--- src/rtl/arbiter_if.sv ---
// Bus-arbitration signal bundle between two masters and the arbiter.
// The arbiter takes the 'arb' modport; the requesting side takes 'req'.
interface arbiter_if;
    logic       m1_request;
    logic       m2_request;
    logic [1:0] m1_slave_sel;
    logic [1:0] m2_slave_sel;
    logic       trans_done;
    logic       m1_grant;
    logic       m2_grant;
    logic       arbiter_busy;
    logic [1:0] bus_grant;
    logic [1:0] slave_sel;

    modport arb (
        input  m1_request, m2_request, m1_slave_sel, m2_slave_sel, trans_done,
        output m1_grant, m2_grant, arbiter_busy, bus_grant, slave_sel
    );

    modport req (
        output m1_request, m2_request, m1_slave_sel, m2_slave_sel, trans_done,
        input  m1_grant, m2_grant, arbiter_busy, bus_grant, slave_sel
    );
endinterface

--- src/rtl/arbiter.sv ---
// Two-master fixed-priority bus arbiter (master 1 wins ties).
// A grant is held, with the target slave index frozen, until trans_done is seen.
module arbiter (
    input  logic   clk,
    input  logic   rst,
    arbiter_if.arb bus
);
    typedef enum logic [1:0] {
        IDLE     = 2'b00,
        GRANT_M1 = 2'b01,
        GRANT_M2 = 2'b10
    } state_t;

    state_t     state_q;
    logic       m1_grant_q;
    logic       m2_grant_q;
    logic       busy_q;
    logic [1:0] bus_grant_q;
    logic [1:0] slave_sel_q;

    // Outputs are updated in the same edge as the state so they are
    // registered and valid one clock after the request is sampled.
    always_ff @(posedge clk) begin
        if (rst) begin
            state_q     <= IDLE;
            m1_grant_q  <= 1'b0;
            m2_grant_q  <= 1'b0;
            busy_q      <= 1'b0;
            bus_grant_q <= 2'b00;
            slave_sel_q <= 2'b00;
        end else begin
            case (state_q)
                IDLE: begin
                    if (bus.m1_request) begin
                        state_q     <= GRANT_M1;
                        m1_grant_q  <= 1'b1;
                        m2_grant_q  <= 1'b0;
                        busy_q      <= 1'b1;
                        bus_grant_q <= 2'b01;
                        slave_sel_q <= bus.m1_slave_sel;
                    end else if (bus.m2_request) begin
                        state_q     <= GRANT_M2;
                        m1_grant_q  <= 1'b0;
                        m2_grant_q  <= 1'b1;
                        busy_q      <= 1'b1;
                        bus_grant_q <= 2'b10;
                        slave_sel_q <= bus.m2_slave_sel;
                    end
                end
                // Requests and selects are ignored while granted; only
                // trans_done releases the bus, forcing one idle cycle.
                GRANT_M1, GRANT_M2: begin
                    if (bus.trans_done) begin
                        state_q     <= IDLE;
                        m1_grant_q  <= 1'b0;
                        m2_grant_q  <= 1'b0;
                        busy_q      <= 1'b0;
                        bus_grant_q <= 2'b00;
                        slave_sel_q <= 2'b00;
                    end
                end
                default: begin
                    state_q     <= IDLE;
                    m1_grant_q  <= 1'b0;
                    m2_grant_q  <= 1'b0;
                    busy_q      <= 1'b0;
                    bus_grant_q <= 2'b00;
                    slave_sel_q <= 2'b00;
                end
            endcase
        end
    end

    assign bus.m1_grant     = m1_grant_q;
    assign bus.m2_grant     = m2_grant_q;
    assign bus.arbiter_busy = busy_q;
    assign bus.bus_grant    = bus_grant_q;
    assign bus.slave_sel    = slave_sel_q;
endmodule

--- src/flat_wrapper.sv ---
// flat-port wrapper written by rule: the top's interface ports become plain ports
module arbiter_flat 
  (clk, rst, bus_m1_request, bus_m2_request, bus_m1_slave_sel, bus_m2_slave_sel, bus_trans_done, bus_m1_grant, bus_m2_grant, bus_arbiter_busy, bus_bus_grant, bus_slave_sel);
  arbiter_if bus_i ();
  input  logic clk;
  input  logic rst;
  input wire logic [$bits(bus_i.m1_request)-1:0] bus_m1_request;
  input wire logic [$bits(bus_i.m2_request)-1:0] bus_m2_request;
  input wire logic [$bits(bus_i.m1_slave_sel)-1:0] bus_m1_slave_sel;
  input wire logic [$bits(bus_i.m2_slave_sel)-1:0] bus_m2_slave_sel;
  input wire logic [$bits(bus_i.trans_done)-1:0] bus_trans_done;
  output wire logic [$bits(bus_i.m1_grant)-1:0] bus_m1_grant;
  output wire logic [$bits(bus_i.m2_grant)-1:0] bus_m2_grant;
  output wire logic [$bits(bus_i.arbiter_busy)-1:0] bus_arbiter_busy;
  output wire logic [$bits(bus_i.bus_grant)-1:0] bus_bus_grant;
  output wire logic [$bits(bus_i.slave_sel)-1:0] bus_slave_sel;
  assign bus_i.m1_request = bus_m1_request;
  assign bus_i.m2_request = bus_m2_request;
  assign bus_i.m1_slave_sel = bus_m1_slave_sel;
  assign bus_i.m2_slave_sel = bus_m2_slave_sel;
  assign bus_i.trans_done = bus_trans_done;
  assign bus_m1_grant = bus_i.m1_grant;
  assign bus_m2_grant = bus_i.m2_grant;
  assign bus_arbiter_busy = bus_i.arbiter_busy;
  assign bus_bus_grant = bus_i.bus_grant;
  assign bus_slave_sel = bus_i.slave_sel;
  arbiter u_core (.clk(clk), .rst(rst), .bus(bus_i));
endmodule
--- config.mk ---
export PLATFORM = sky130hd
export DESIGN_NAME = arbiter_flat
export DESIGN_NICKNAME = d
export VERILOG_FILES = /design/src/rtl/arbiter_if.sv /design/src/rtl/arbiter.sv /design/src/flat_wrapper.sv
export SDC_FILE = /design/constraint.sdc
export NUM_CORES = 1
export LEC_CHECK = 0
export ABC_AREA = 1
export CAP_MARGIN = 20
export CORE_AREA = 2 2 39 41
export DETAILED_ROUTE_END_ITERATION = 16
export DIE_AREA = 0 0 41 43
export GPL_TIMING_DRIVEN = 0
export PLACE_DENSITY_LB_ADDON = 0.12
export SYNTH_ARGS = -nofsm -noshare
export SYNTH_HDL_FRONTEND = slang
export SYNTH_SLANG_ARGS = --single-unit
--- constraint.sdc ---
create_clock -name clk -period 1.1 [get_ports clk]
set_input_delay 0.22 -clock clk [delete_from_list [all_inputs] [get_ports clk]]
set_output_delay 0.22 -clock clk [all_outputs]
set_load 0.05 [all_outputs]
==> metrics.cfg, run 1 <==
[layout]
layout.cells.non_filler = 82
drive_above_1_share_pct = 36.4
final_cell_area_sq_um = 523
syn2layout_area_growth_pct = 67.9
n_antenna_cell = 0
fillers = 158
fin_nets = 78

[grt]
grtUsageMet3_pct = 4.71
gr-total-overflow = 0
global_route.usage.total_pct = 10.1
use_met1_pct = 9.62
grtUsageMet2_pct = 13.8
antenna_found_initial = 0
grt-busiest-layer = met2
grt_max_degree = 7
first_global_vias = 275
grt_pass1_wl_mm = 1.08

[detailed_routing]
route.detailed.drc = 0
vias_per_cell = 3.93
dr.pass1.iters = 1
wirelength_microns = 689
antenna_left = 0
num_vias = 322
drtIter0Drc = 0
wire_per_inst_microns = 8.40

[synth]
yosysTopAreaCellShare_pct = 32.1
synth_compound_area_share_pct = 4.82
synthCells = 47
synth_cell_types = 12
synthArstFlopShare_pct = 0
syn_area_sq_um = 312
yosys_warnings = 0
synth_xor_area_share_pct = 0
synth_fp_nets = 58
synth_top_cell_by_area = dfxtp_1
syn-mean-instance-area_sq_um = 6.63
synthTopCellsByCount = 14 x nand2_1, 5 x dfxtp_1, 5 x inv_1, 5 x nor2_1, 4 x nand3_1
yosysMostFrequentCell = nand2_1
synth-simple-area-share_pct = 40.6
synth_top_family_by_area = simple AND/OR/NAND/NOR gates
synth_edf_count = 0
yosys-top-cells-area = dfxtp_1 32%, nand2_1 17%, ha_1 8.0%
muxShareOfSynthArea_pct = 0
ys_seq_area_share_pct = 32.1
synth_flop_cell = dfxtp_1
ys_ff_latch = 5
synth-adder-area-share_pct = 8.03

[setup_path]
r2r_slack_ns = 0.05
crit_arrival_ns = 0.87
endpoint_kind = primary output
crit_path_max_fanout = 4
start_kind = flop
required_ns = 0.88
crit_type = reg2out

[cts]
hold_buffers = 0
cts_buffers = 3
clk_path_buf_depth = 2
postCtsSetupRepairBufs = 0
cts_sinks = 5
clk_pin_slew_ns = 0.05
clk_latency_ns = 0.24
cts_tree = built
post_cts_resized = 39
cts_root_buf = clkbuf_4
cts.htree.levels = 1

[sta]
slew-limit-headroom_pct = 83.6
hold_viol_final = 0
worstMarginPinSlew_ns = 0.248
fmax_mhz = 916
rsz0062_at_grt = true
setup_viol = 0
fin_crit_ns = 1.09
finalMaxSlewViolations = 0
fin_crit_sh_pct = 99.2
finalClockSkew_ns = 0.00312

[run]
cap_violations = 0

[floorplanning]
die_w_microns = 41
die_h_microns = 43
start_util_pct = 22.5
io_pins = 16
core_sq_um = 1380
dieArea_sq_um = 1760
row_count = 14

[placed_design]
gp_congestion = 0.643
place_hpwl_microns = 542
dpl.cell_count = 78
io_buffers = 15
postPlaceCellArea_sq_um = 507

[hold_path]
hold_class = reg2reg

[power]
powerDensity_nw_per_um2 = 1900
ir_worst_vdd_mv = 0.580
leakagePower_nw = 0.263

[run_status]
status = finished clean

==> metal layers <==
layer	up-vias	wire length (microns)
li1	179	-
met4	0	9
met2	6	344
met1	135	291
met5	-	0
met3	2	43
==> layout by cell type (no fill, tap or decap) <==
cell / n
nor2_2: 1
clkbuf_1: 1
a21oi_1: 3
buf_8: 1
ha_1: 1
inv_2: 3
dfxtp_1: 3
inv_1: 3
nand3_1: 4
ha_4: 1
clkdlybuf4s50_1: 8
nor2_1: 5
clkbuf_4: 5
buf_4: 1
buf_6: 2
nand2_1: 14
buf_2: 3
nand2_2: 1
dfxtp_4: 2
nand2_4: 2
inv_4: 2
==> report_power, final <==
part / switching, mW / internal (mW) / leakage [nW] / total, mW
clock network: 0.0847 / 0.138 / 0.0150 / 0.222
logic: 0.322 / 0.197 / 0.205 / 0.519
registers: 0.0310 / 0.223 / 0.0428 / 0.254
==> cell type report <==
class | count | area, sq um | share of cell area [%]
Sequential cell | 5 | 108 | 20.6
Inverter | 8 | 35.0 | 6.70
Clock buffer | 4 | 26.3 | 5.02
Tap cell | 16 | 20.0 | 3.83
Timing Repair Buffer | 15 | 136 | 26.1
Buffer | 2 | 18.8 | 3.59
Multi-Input combinational cell | 32 | 179 | 34.2
==> stage by stage <==
step	worst slack (ns)	hold slack, ns	total power, mW	utilization (%)	setup TNS (ns)
2_1_floorplan	-0.0185	0.279	0.642	-	-0.0669
3_3_place_gp	-0.357	0.457	0.794	36.6	-2.68
3_5_place_dp	-0.355	0.454	0.794	36.6	-2.65
4_1_cts	-0.00798	0.459	1.00	36.9	-0.0150
5_1_grt	-0.0433	0.475	1.07	37.8	-0.164
6_report	0.00864	0.459	0.996	37.8	0
==> critical path: stages, from the launching register on <==
cell and delay (ns):
dfxtp_4 0.35, buf_4 0.13, buf_6 0.14
==> final timing paths <==
path / from / endpoint / cells past startpoint
max: u_core.bus.m2_grant$_SDFFE_PP0P_ / bus_bus_grant[1] / 2
max reg2reg: u_core.bus.m2_grant$_SDFFE_PP0P_ / u_core.bus.slave_sel[0]$_SDFFE_PP0P_ / 7
min reg2reg: u_core.bus.arbiter_busy$_SDFFE_PP0P_ / u_core.bus.arbiter_busy$_SDFFE_PP0P_ / 2
min: u_core.bus.arbiter_busy$_SDFFE_PP0P_ / u_core.bus.arbiter_busy$_SDFFE_PP0P_ / 2
==> kinds of logic after synthesis <==
logic type      count (synthesis)
simple gates                   27
buf+inv                        10
flops                           5
compound gates                  3
fa+ha+maj                       2
==> sequential cells by signal, summed over array words and instances, names as in the netlist <==
| signal | count |
|---|---|
| u_core.bus.m1_grant | 1 |
| u_core.bus.slave_sel | 2 |
| u_core.bus.m2_grant | 1 |
| u_core.bus.arbiter_busy | 1 |
Power figures use the tool's default switching activity.
==> inputs of run 2 (changes only) <==
Settings changed: DONT_BUFFER_PORTS set to 1, SETUP_SLACK_MARGIN set to 0.3.
==> run 2 against run 1 <==
Net effect:
- first-iteration DRC count did not move
- global-route usage fell by 0.49 points
- combinational power decreased by 41%
- clock skew increased by 0.0016 ns
- the flow now finishes with violations (setup timing)
- utilization decreased by 8.6 points
==> metrics.cfg, run 2 (synthesized netlist as in run 1, its figures left out) <==
[run_status]
status = complete, but fails checks
violations = setup timing

[floorplanning]
dieArea_sq_um = 1760
die_h_microns = 43
row_count = 14
die_w_microns = 41
io_pins = 16
start_util_pct = 22.5
core_sq_um = 1380

[sta]
worstMarginPinSlew_ns = 0.194
finalSetupTns_ns = -0.462
finalClockSkew_ns = 0.00469
setup_viol = 7
rsz0062_at_grt = true
fmax_mhz = 837
hold_viol_final = 0
fin_crit_sh_pct = 109
finalMaxSlewViolations = 0
slew-limit-headroom_pct = 87.1
fin_crit_ns = 1.19
post-route-worst-setup-slack_ns = -0.0948
whs_ns = 0.0222

[power]
ir_worst_vdd_mv = 0.880
leakagePower_nw = 0.196
powerDensity_nw_per_um2 = 2260

[placed_design]
dpl_worst_slack_ns = -0.0943
place_hpwl_microns = 532
io_buffers = 0
gp_congestion = 0.616
dpl.cell_count = 63

[setup_path]
required_ns = 1.27
crit_arrival_ns = 1.36
endpoint_kind = flop
start_kind = flop
crit_type = reg2reg
crit_path_max_fanout = 6
r2r_cells = 6

[hold_path]
hold_class = in2reg
min_path_cells = 1

[grt]
antenna_found_initial = 0
gr-total-overflow = 0
grtUsageMet3_pct = 8.90
first_global_vias = 273
grt_pass1_wl_mm = 1.09
grt-busiest-layer = met2
grtUsageMet2_pct = 14.1
global_route.usage.total_pct = 9.64
use_met1_pct = 9.97
grt_max_degree = 7

[layout]
final_cell_mix = 13 x nand2_1, 5 x nor2_1, 5 x dfxtp_4
n_antenna_cell = 0
syn2layout_area_growth_pct = 29.7
fillers = 159
layout.cells.most_common = nand2_1
drive_above_1_share_pct = 45.1
layout.cells.non_filler = 67
fin_nets = 63
largest_reg_flops = 2

[cts]
cts_buffers = 3
clk_latency_ns = 0.24
cts_root_buf = clkbuf_4
cts.htree.levels = 1
postCtsSetupRepairBufs = 0
clk_path_buf_depth = 2
clk_pin_slew_ns = 0.05
cts_sinks = 5
cts_tree = built

[run]
cap_violations = 0

[detailed_routing]
dr.pass1.iters = 1
vias_per_cell = 4.13
wire_per_inst_microns = 10.1
drtIter0Drc = 0
route.detailed.drc = 0
wirelength_microns = 678
antenna_left = 0
num_vias = 277

## run 2: cell count changes in the layout (fill, tap and decap cells not counted), moves of 3 or more
cell / change
buf_2: -3
clkdlybuf4s50_1: -8
dfxtp_1: -3
dfxtp_4: +3
## run 2: layout make-up
cell class	instances	area, sq um	share of cell area, %
Sequential cell	5	119	29.4
Inverter	8	35.0	8.67
Tap cell	16	20.0	4.95
Multi-Input combinational cell	32	189	46.7
Buffer	2	15.0	3.72
Clock buffer	4	26.3	6.50
## run 2: power breakdown
part / switching [mW] / total, mW / leakage [nW] / internal (mW)
clock: 0.0761 / 0.213 / 0.0150 / 0.137
sequential: 0.161 / 0.396 / 0.0446 / 0.236
combinational: 0.186 / 0.305 / 0.136 / 0.119
## run 2: worst paths after layout
kind | startpoint | end | slack [ns]
max | u_core.bus.m1_grant$_SDFFE_PP0P_ | u_core.bus.m1_grant$_SDFFE_PP0P_ | -0.09
min | rst | u_core.bus.arbiter_busy$_SDFFE_PP0P_ | 0.02
max reg2reg | u_core.bus.m1_grant$_SDFFE_PP0P_ | u_core.bus.m1_grant$_SDFFE_PP0P_ | -0.09
min reg2reg | u_core.bus.arbiter_busy$_SDFFE_PP0P_ | u_core.bus.arbiter_busy$_SDFFE_PP0P_ | 0.55
## run 2: worst max-delay path, stage by stage (launching register included)
cell,delay [ns]
dfxtp_4,0.45
inv_4,0.06
ha_4,0.27
nand2_4,0.06
nand2_4,0.09
nand2_1,0.07
a21oi_2,0.12
## run 2: per-layer routing
layer / part of all wire (%) / up-vias
li1: - / 146
met1: 40 / 122
met2: 51 / 9
met3: 9.4 / 0
met4: 0 / 0
met5: 0 / -
## run 2: timing repair
action,in CTS,in global routing
hold endpoints to repair,0,0
setup endpoints to repair,12,12
pin swaps,1,2
gates resized for setup,6,2
hold buffers,0,0
## run 2: through the flow
stage / util (%) / instance area [sq um] / power, mW
2_1_floorplan: - / 338 / 0.644
3_3_place_gp: 25.9 / 358 / 0.687
3_5_place_dp: 25.9 / 358 / 0.687
4_1_cts: 28.8 / 398 / 0.929
5_1_grt: 29.2 / 404 / 0.984
6_report: 29.2 / 404 / 0.914
==> inputs of run 3 (changes only) <==
Settings changed: CTS_CLUSTER_SIZE set to 14.
==> results of run 3 <==
No change in the layout: final DEF, timing and power equal those of run 2.
